--- src/rtl/bcd_display_mux_if.sv ---
// Digit/control bundle between the BCD stage and the display mux.
// The master drives digits and mode bits; the slave returns pins.
interface bcd_display_mux_if;
  logic [3:0] tens_i;
  logic [3:0] ones_i;
  logic       blank_lz_i;
  logic       blink_i;
  logic [6:0] seg_o;
  logic [1:0] dig_o;
  logic       frame_o;

  modport master (
    output tens_i, ones_i, blank_lz_i, blink_i,
    input  seg_o, dig_o, frame_o
  );

  modport slave (
    input  tens_i, ones_i, blank_lz_i, blink_i,
    output seg_o, dig_o, frame_o
  );
endinterface

--- src/rtl/bcd_display_mux.sv ---
// Two-digit time-multiplexed 7-segment driver with dead-time,
// leading-zero blanking, frame-synchronous blink and tear-free capture.
module bcd_display_mux #(
  parameter int REFRESH_DIV  = 1000,
  parameter int DEAD_CYCLES  = 16,
  parameter int BLINK_FRAMES = 64,
  parameter int ACTIVE_LOW   = 0
) (
  input  logic clk_i,
  input  logic rst_n_i,
  bcd_display_mux_if.slave bus
);

  localparam int CMAX = (REFRESH_DIV > DEAD_CYCLES) ?
                        REFRESH_DIV : DEAD_CYCLES;
  localparam int CW = $clog2(CMAX + 1);
  localparam int FW = $clog2(BLINK_FRAMES + 1);

  typedef enum logic [1:0] {
    TENS, GAP1, ONES, GAP2
  } state_t;

  state_t        state_q, state_d;
  logic [CW-1:0] cnt_q, cnt_d, lim;
  logic [3:0]    tens_q, tens_d;
  logic [3:0]    ones_q, ones_d;
  logic          blank_q, blank_d;
  logic [FW-1:0] fcnt_q, fcnt_d;
  logic          phase_q, phase_d;
  logic          vis_q, vis_d;
  logic [6:0]    seg_q, seg_d;
  logic [1:0]    dig_q, dig_d;
  logic          frame_q;
  logic          last, cap;

  function automatic logic [6:0] seg_of(input logic [3:0] d);
    logic [6:0] s;
    unique case (d)
      4'd0:    s = 7'h3F;
      4'd1:    s = 7'h06;
      4'd2:    s = 7'h5B;
      4'd3:    s = 7'h4F;
      4'd4:    s = 7'h66;
      4'd5:    s = 7'h6D;
      4'd6:    s = 7'h7D;
      4'd7:    s = 7'h07;
      4'd8:    s = 7'h7F;
      4'd9:    s = 7'h6F;
      default: s = 7'h40;
    endcase
    return s;
  endfunction

  always_comb begin
    state_d = state_q;
    if (state_q == TENS || state_q == ONES)
      lim = CW'(REFRESH_DIV);
    else
      lim = (DEAD_CYCLES == 0) ? CW'(1) : CW'(DEAD_CYCLES);
    last  = (cnt_q == lim - 1'b1);
    cnt_d = last ? '0 : cnt_q + 1'b1;
    if (last) begin
      unique case (state_q)
        TENS: state_d = (DEAD_CYCLES == 0) ? ONES : GAP1;
        GAP1: state_d = ONES;
        ONES: state_d = (DEAD_CYCLES == 0) ? TENS : GAP2;
        GAP2: state_d = TENS;
        default: state_d = GAP2;
      endcase
    end
    cap = (state_d == TENS) && (state_q != TENS);

    tens_d  = cap ? bus.tens_i     : tens_q;
    ones_d  = cap ? bus.ones_i     : ones_q;
    blank_d = cap ? bus.blank_lz_i : blank_q;
    fcnt_d  = fcnt_q;
    phase_d = phase_q;
    vis_d   = vis_q;
    // New frame shows the phase held before this capture's wrap
    if (cap) begin
      if (bus.blink_i) begin
        vis_d = phase_q;
        if (fcnt_q == FW'(BLINK_FRAMES - 1)) begin
          fcnt_d  = '0;
          phase_d = ~phase_q;
        end else begin
          fcnt_d = fcnt_q + 1'b1;
        end
      end else begin
        vis_d   = 1'b1;
        fcnt_d  = '0;
        phase_d = 1'b1;
      end
    end

    seg_d = '0;
    dig_d = '0;
    if (vis_d) begin
      if (state_d == TENS && !(blank_d && tens_d == 4'd0)) begin
        dig_d = 2'b10;
        seg_d = seg_of(tens_d);
      end else if (state_d == ONES) begin
        dig_d = 2'b01;
        seg_d = seg_of(ones_d);
      end
    end
  end

  always_ff @(posedge clk_i) begin
    if (!rst_n_i) begin
      state_q <= GAP2;
      cnt_q   <= '0;
      tens_q  <= '0;
      ones_q  <= '0;
      blank_q <= 1'b0;
      fcnt_q  <= '0;
      phase_q <= 1'b1;
      vis_q   <= 1'b1;
      seg_q   <= '0;
      dig_q   <= '0;
      frame_q <= 1'b0;
    end else begin
      state_q <= state_d;
      cnt_q   <= cnt_d;
      tens_q  <= tens_d;
      ones_q  <= ones_d;
      blank_q <= blank_d;
      fcnt_q  <= fcnt_d;
      phase_q <= phase_d;
      vis_q   <= vis_d;
      seg_q   <= seg_d;
      dig_q   <= dig_d;
      frame_q <= cap;
    end
  end

  assign bus.seg_o   = (ACTIVE_LOW != 0) ? ~seg_q : seg_q;
  assign bus.dig_o   = (ACTIVE_LOW != 0) ? ~dig_q : dig_q;
  assign bus.frame_o = frame_q;

endmodule

--- src/flat_wrapper.sv ---
// flat-port wrapper written by rule: the top's interface ports become plain ports
module bcd_display_mux_flat 
#(
  parameter int REFRESH_DIV  = 1000,
  parameter int DEAD_CYCLES  = 16,
  parameter int BLINK_FRAMES = 64,
  parameter int ACTIVE_LOW   = 0
)
  (clk_i, rst_n_i, bus_tens_i, bus_ones_i, bus_blank_lz_i, bus_blink_i, bus_seg_o, bus_dig_o, bus_frame_o);
  bcd_display_mux_if bus_i ();
  input  logic clk_i;
  input  logic rst_n_i;
  input wire logic [$bits(bus_i.tens_i)-1:0] bus_tens_i;
  input wire logic [$bits(bus_i.ones_i)-1:0] bus_ones_i;
  input wire logic [$bits(bus_i.blank_lz_i)-1:0] bus_blank_lz_i;
  input wire logic [$bits(bus_i.blink_i)-1:0] bus_blink_i;
  output wire logic [$bits(bus_i.seg_o)-1:0] bus_seg_o;
  output wire logic [$bits(bus_i.dig_o)-1:0] bus_dig_o;
  output wire logic [$bits(bus_i.frame_o)-1:0] bus_frame_o;
  assign bus_i.tens_i = bus_tens_i;
  assign bus_i.ones_i = bus_ones_i;
  assign bus_i.blank_lz_i = bus_blank_lz_i;
  assign bus_i.blink_i = bus_blink_i;
  assign bus_seg_o = bus_i.seg_o;
  assign bus_dig_o = bus_i.dig_o;
  assign bus_frame_o = bus_i.frame_o;
  bcd_display_mux #(.REFRESH_DIV(REFRESH_DIV), .DEAD_CYCLES(DEAD_CYCLES), .BLINK_FRAMES(BLINK_FRAMES), .ACTIVE_LOW(ACTIVE_LOW)) u_core (.clk_i(clk_i), .rst_n_i(rst_n_i), .bus(bus_i));
endmodule
--- config.mk ---
export PLATFORM = sky130hd
export DESIGN_NAME = bcd_display_mux_flat
export DESIGN_NICKNAME = d
export VERILOG_FILES = /design/src/rtl/bcd_display_mux_if.sv /design/src/rtl/bcd_display_mux.sv /design/src/flat_wrapper.sv
export SDC_FILE = /design/constraint.sdc
export NUM_CORES = 1
export LEC_CHECK = 0
export BUFFER_PORTS_ARGS = -buffer_cell sky130_fd_sc_hd__buf_2
export CAP_MARGIN = 15
export CORE_ASPECT_RATIO = 0.9
export CORE_MARGIN = 10
export CORE_UTILIZATION = 66
export CTS_BUF_LIST = sky130_fd_sc_hd__clkbuf_8
export CTS_CLUSTER_SIZE = 14
export DETAILED_ROUTE_END_ITERATION = 7
export PLACE_DENSITY = 0.95
export SLEW_MARGIN = 20
export SYNTH_ARGS = -nofsm -noshare
export SYNTH_HDL_FRONTEND = slang
export SYNTH_SLANG_ARGS = --single-unit
--- constraint.sdc ---
create_clock -name clk_i -period 7.05 [get_ports clk_i]
set_input_delay 2.115 -clock clk_i [delete_from_list [all_inputs] [get_ports clk_i]]
set_output_delay 2.115 -clock clk_i [all_outputs]
set_load 0.05 [all_outputs]
==> impl_metrics.env <==
export IMPL_place_area_um2=2475
export IMPL_clock_path_buffers=2
export IMPL_power_per_cell_area_nw_per_um2=154.8
export IMPL_grt_setup_unrepaired="false"
export IMPL_post_cts_resize_count=0
export IMPL_setup_reg_to_reg_worst_slack_ns=3.23
export IMPL_worstPathCellList="inv_1 > ha_1 > nor2_2 > or4b_4 > a21o_4 > a21oi_4 > mux2i_1 > ha_1 > nand2_1 > nor3_1 > mux2i_1 > nand2_2 > o221ai_1"
export IMPL_critical_path_startpoint_type="register"
export IMPL_regToRegEndpoint="u_core.bus.seg_o[5]"
export IMPL_final_weighted_congestion_in_routability_driven_placement=0.9492
export IMPL_power_combinational_fraction_pct=4.0
export IMPL_synth_enable_flop_cells=0
export IMPL_power_share_clock_pct=38.4
export IMPL_netSwitchingFraction_pct=23.84
export IMPL_power_switching_uw=94.77
export IMPL_slew_hr_pct=54.91
export IMPL_cts_made_buffers=5
export IMPL_skew_ns=0.009389
export IMPL_number_of_antenna_diodes=0
export IMPL_first_global_vias=2032
export IMPL_totalWireLength_um=5493
export IMPL_period_minus_slack_ns=3.822
export IMPL_peak_per_stage_delay_on_the_critical_path_ns=0.58
export IMPL_cts_root_buffer_cell="clkbuf_8"
export IMPL_static_leakage_power_uw=0.001138
export IMPL_maxSlewViolCount=0
export IMPL_clkSinkCount=40
export IMPL_power_sequential_fraction_pct=57.6
export IMPL_number_of_detailed_routing_iterations_run_before_antenna_repair=5
export IMPL_required_time_at_the_endpoint_of_the_critical_path_ns=7.21
export IMPL_ios=22
export IMPL_initial_utilization_pct=69.34
export IMPL_largest_vdd_supply_drop_mv=0.1632
export IMPL_timing_critical_path_arrival_ns=3.98
export IMPL_endpoint_kind="register"
export IMPL_hold_path_class="register to register"
export IMPL_synth_seq_area_share_pct=33.93
export IMPL_maximum_number_of_pins_on_one_net_before_global_route_repair=17
export IMPL_fin_setup_tns_ns=0
export IMPL_yosysWarningCount=0
export IMPL_postSynthRegisterBits=40
export IMPL_crit_cells=13
export IMPL_fillerInstances=275
export IMPL_result_of_the_run="finished, final reports clean"
export IMPL_via_per_inst=6.297
export IMPL_initial_antenna_violation_count=0
export IMPL_dieArea_um2=6370
export IMPL_routed_via_count=2141
export IMPL_postLayoutCellArea_um2=2567
export IMPL_wire_per_inst_um=16.16
export IMPL_reg2regPathDepth=13
export IMPL_bufs_and_invs_on_worst_path=1
export IMPL_area_delta_synth_final_pct=8.802
export IMPL_first_iter_violations=237
export IMPL_min_period_over_period_pct=54.21
export IMPL_power_uw=397.5
export IMPL_grt_overflow_total=0
export IMPL_timing_max_cap_violations=0
export IMPL_synth_flop_cell="dfxtp_1"
export IMPL_synth_area_per_cell_um2=8.612
export IMPL_timing_worst_setup_path_type="register to register"
export IMPL_finalSetupViolCount=0
export IMPL_antenna_violation_net_count_after_detailed_routing=0
export IMPL_clock_fmax_ghz=0.2617
export IMPL_cp_top_family="simple AND/OR/NAND/NOR gates"
export IMPL_route_detailed_drc=0
export IMPL_critical_path_slowest_cell="or4b_4"
export IMPL_worstMarginPinSlew_ns=0.6727
export IMPL_post_synth_inst_count=274
export IMPL_post_cts_hold_buffer_count=0
export IMPL_h_tree_lvl_count=2
export IMPL_post_route_cells_drive_above_1_share_pct=15.88
export IMPL_port_buffers=21
export IMPL_tritoncts="built"
export IMPL_nets=320
export IMPL_grt_pass1_wl_um=9177
export IMPL_crit_reg2reg_launch="u_core.state_q[0]"
export IMPL_intPower_uw=302.7
export IMPL_core_area_um2=3403
export IMPL_dp_hpwl_um=3996
export IMPL_overall_fraction_of_global_route_tracks_in_use_pct=16.80
export IMPL_hold_violations=0
export IMPL_netlist_area_um2=2360
export IMPL_floorplan_rows=20
export IMPL_asyncSetResetFlopFracSynth_pct=0
export IMPL_floorplan_die_width_um=83.03
export IMPL_post_cts_setup_buffer_count=0
export IMPL_startpoint="u_core.state_q[0]"
export IMPL_synth_fp_nets=299
export IMPL_clkSlewWorstSetupHoldPaths_ns=0.08
export IMPL_die_height_um=76.73
export IMPL_clk_latency_ns=0.30
export IMPL_worstSetupEndpoint="u_core.bus.seg_o[5]"
export IMPL_timing_critical_path_fanout_max=16
export IMPL_synth_lib_cells_used_distinct=55
## worst min-delay path: stages, from the launching register on
cell and delay (ns):
dfxtp_1 0.33, nand2_1 0.06, a21oi_1 0.03
## metal layers
| layer | track usage [%] | share of wire, % | vias up |
|---|---|---|---|
| met1 | 20.34 | 43 | 974 |
| li1 | - | - | 1030 |
| met3 | 4.646 | 7.5 | 34 |
| met5 | 0 | 0 | - |
| met2 | 26.77 | 45 | 103 |
| met4 | 7.993 | 3.9 | 0 |
## area by class of cell
class                      instances  area, µm²  share of cell area (%)
inverter                          13      48.80                   1.901
clock inverter                     3      23.77                  0.9259
multi-input combinational        213       1458                   56.77
timing repair buffer              22      112.6                   4.386
sequential                        40      800.8                   31.19
clock buffer                       5      68.82                   2.680
tap                               44      55.05                   2.144
## cells by family (layout without fill, tap and decap cells)
kind of cell	count (synthesis)	count (layout)	synth area share (%)
compound gates	53	53	16.91
fa+ha+maj	13	13	6.893
buf+inv	21	43	4.295
simple gates	121	121	27.20
xor+xnor	12	12	4.454
mux	14	14	6.310
flops	40	40	33.93
## stage by stage
stage	hold WS, ns	cells	utilization, %	worst slack [ns]
after floorplan	0.4222	274	-	3.615
after global placement	0.4336	332	72.72	3.428
after detailed placement	0.4378	332	72.72	3.266
after CTS	0.4529	340	75.44	3.246
after global routing	0.5061	340	75.44	2.938
final	0.4532	340	75.44	3.228
## power groups by stage
stage	sequential (µW)	clock (µW)	combinational [µW]
finish	229	153	15.9
global route	229	164	17.7
CTS	229	155	15.6
detailed placement	234	0	15.5
global placement	234	0	15.0
floorplan	234	0	8.03
## cells in the mapped netlist, types with 2 or more instances
master	number	area share (%)
mux2_2	3	1.4
and4b_1	2	0.85
o22ai_1	2	0.53
a22oi_1	2	0.64
inv_1	13	2.1
mux2i_1	10	4.2
a211oi_1	2	0.64
dfxtp_1	40	34
o32ai_1	2	0.74
a21oi_1	12	2.5
xnor2_1	4	1.5
nor2b_1	2	0.53
o21ai_0	8	1.7
nor2_1	33	5.2
o211ai_1	4	1.3
or2_2	2	0.53
xor2_1	8	3.0
o32a_1	2	0.85
nor3_1	5	1.1
nand2b_1	2	0.53
nand4_1	6	1.6
a21oi_4	2	1.4
nand4b_1	2	0.74
buf_6	3	1.4
a21boi_0	2	0.64
clkbuf_1	5	0.80
or3_1	4	1.1
nand3_1	16	3.4
and3_1	10	2.7
ha_1	13	6.9
nand2_1	22	3.5
and4_1	3	1.1
nor3b_1	6	1.9
## worst min path at each step
stage | end | start | depth (start not counted) | slack, ns
5_1_grt | u_core.blank_q | u_core.blank_q | 2 | 0.51
6_report | u_core.fcnt_q[6] | u_core.fcnt_q[6] | 2 | 0.45
3_5_place_dp | u_core.fcnt_q[6] | u_core.fcnt_q[6] | 2 | 0.44
2_1_floorplan | u_core.fcnt_q[6] | u_core.fcnt_q[6] | 2 | 0.42
3_3_place_gp | u_core.fcnt_q[6] | u_core.fcnt_q[6] | 2 | 0.43
4_1_cts | u_core.fcnt_q[6] | u_core.fcnt_q[6] | 2 | 0.45
## state kept, by name, summed over array words and instances, names as in the netlist, 2 cells and up
register / count
u_core.bus.dig_o: 2
u_core.fcnt_q: 7
u_core.cnt_q: 10
u_core.ones_q: 4
u_core.tens_q: 4
u_core.bus.seg_o: 7
u_core.state_q: 2
## layout by cell type (no fill, tap or decap), types with 3 or more instances in the layout
cell / synthesis / routed
nor2_1: 33 / 33
o21ai_0: 8 / 8
and3_1: 10 / 10
ha_1: 13 / 13
clkbuf_8: 0 / 5
dfxtp_1: 40 / 40
buf_2: 0 / 21
nand4_1: 6 / 6
o211ai_1: 4 / 4
inv_1: 13 / 13
and4_1: 3 / 3
a21oi_1: 12 / 12
mux2i_1: 10 / 10
xnor2_1: 4 / 4
nor3_1: 5 / 5
nand3_1: 16 / 16
nor3b_1: 6 / 6
xor2_1: 8 / 8
or3_1: 4 / 4
nand2_1: 22 / 22
mux2_2: 3 / 3
(Power assumes the default switching activity.)
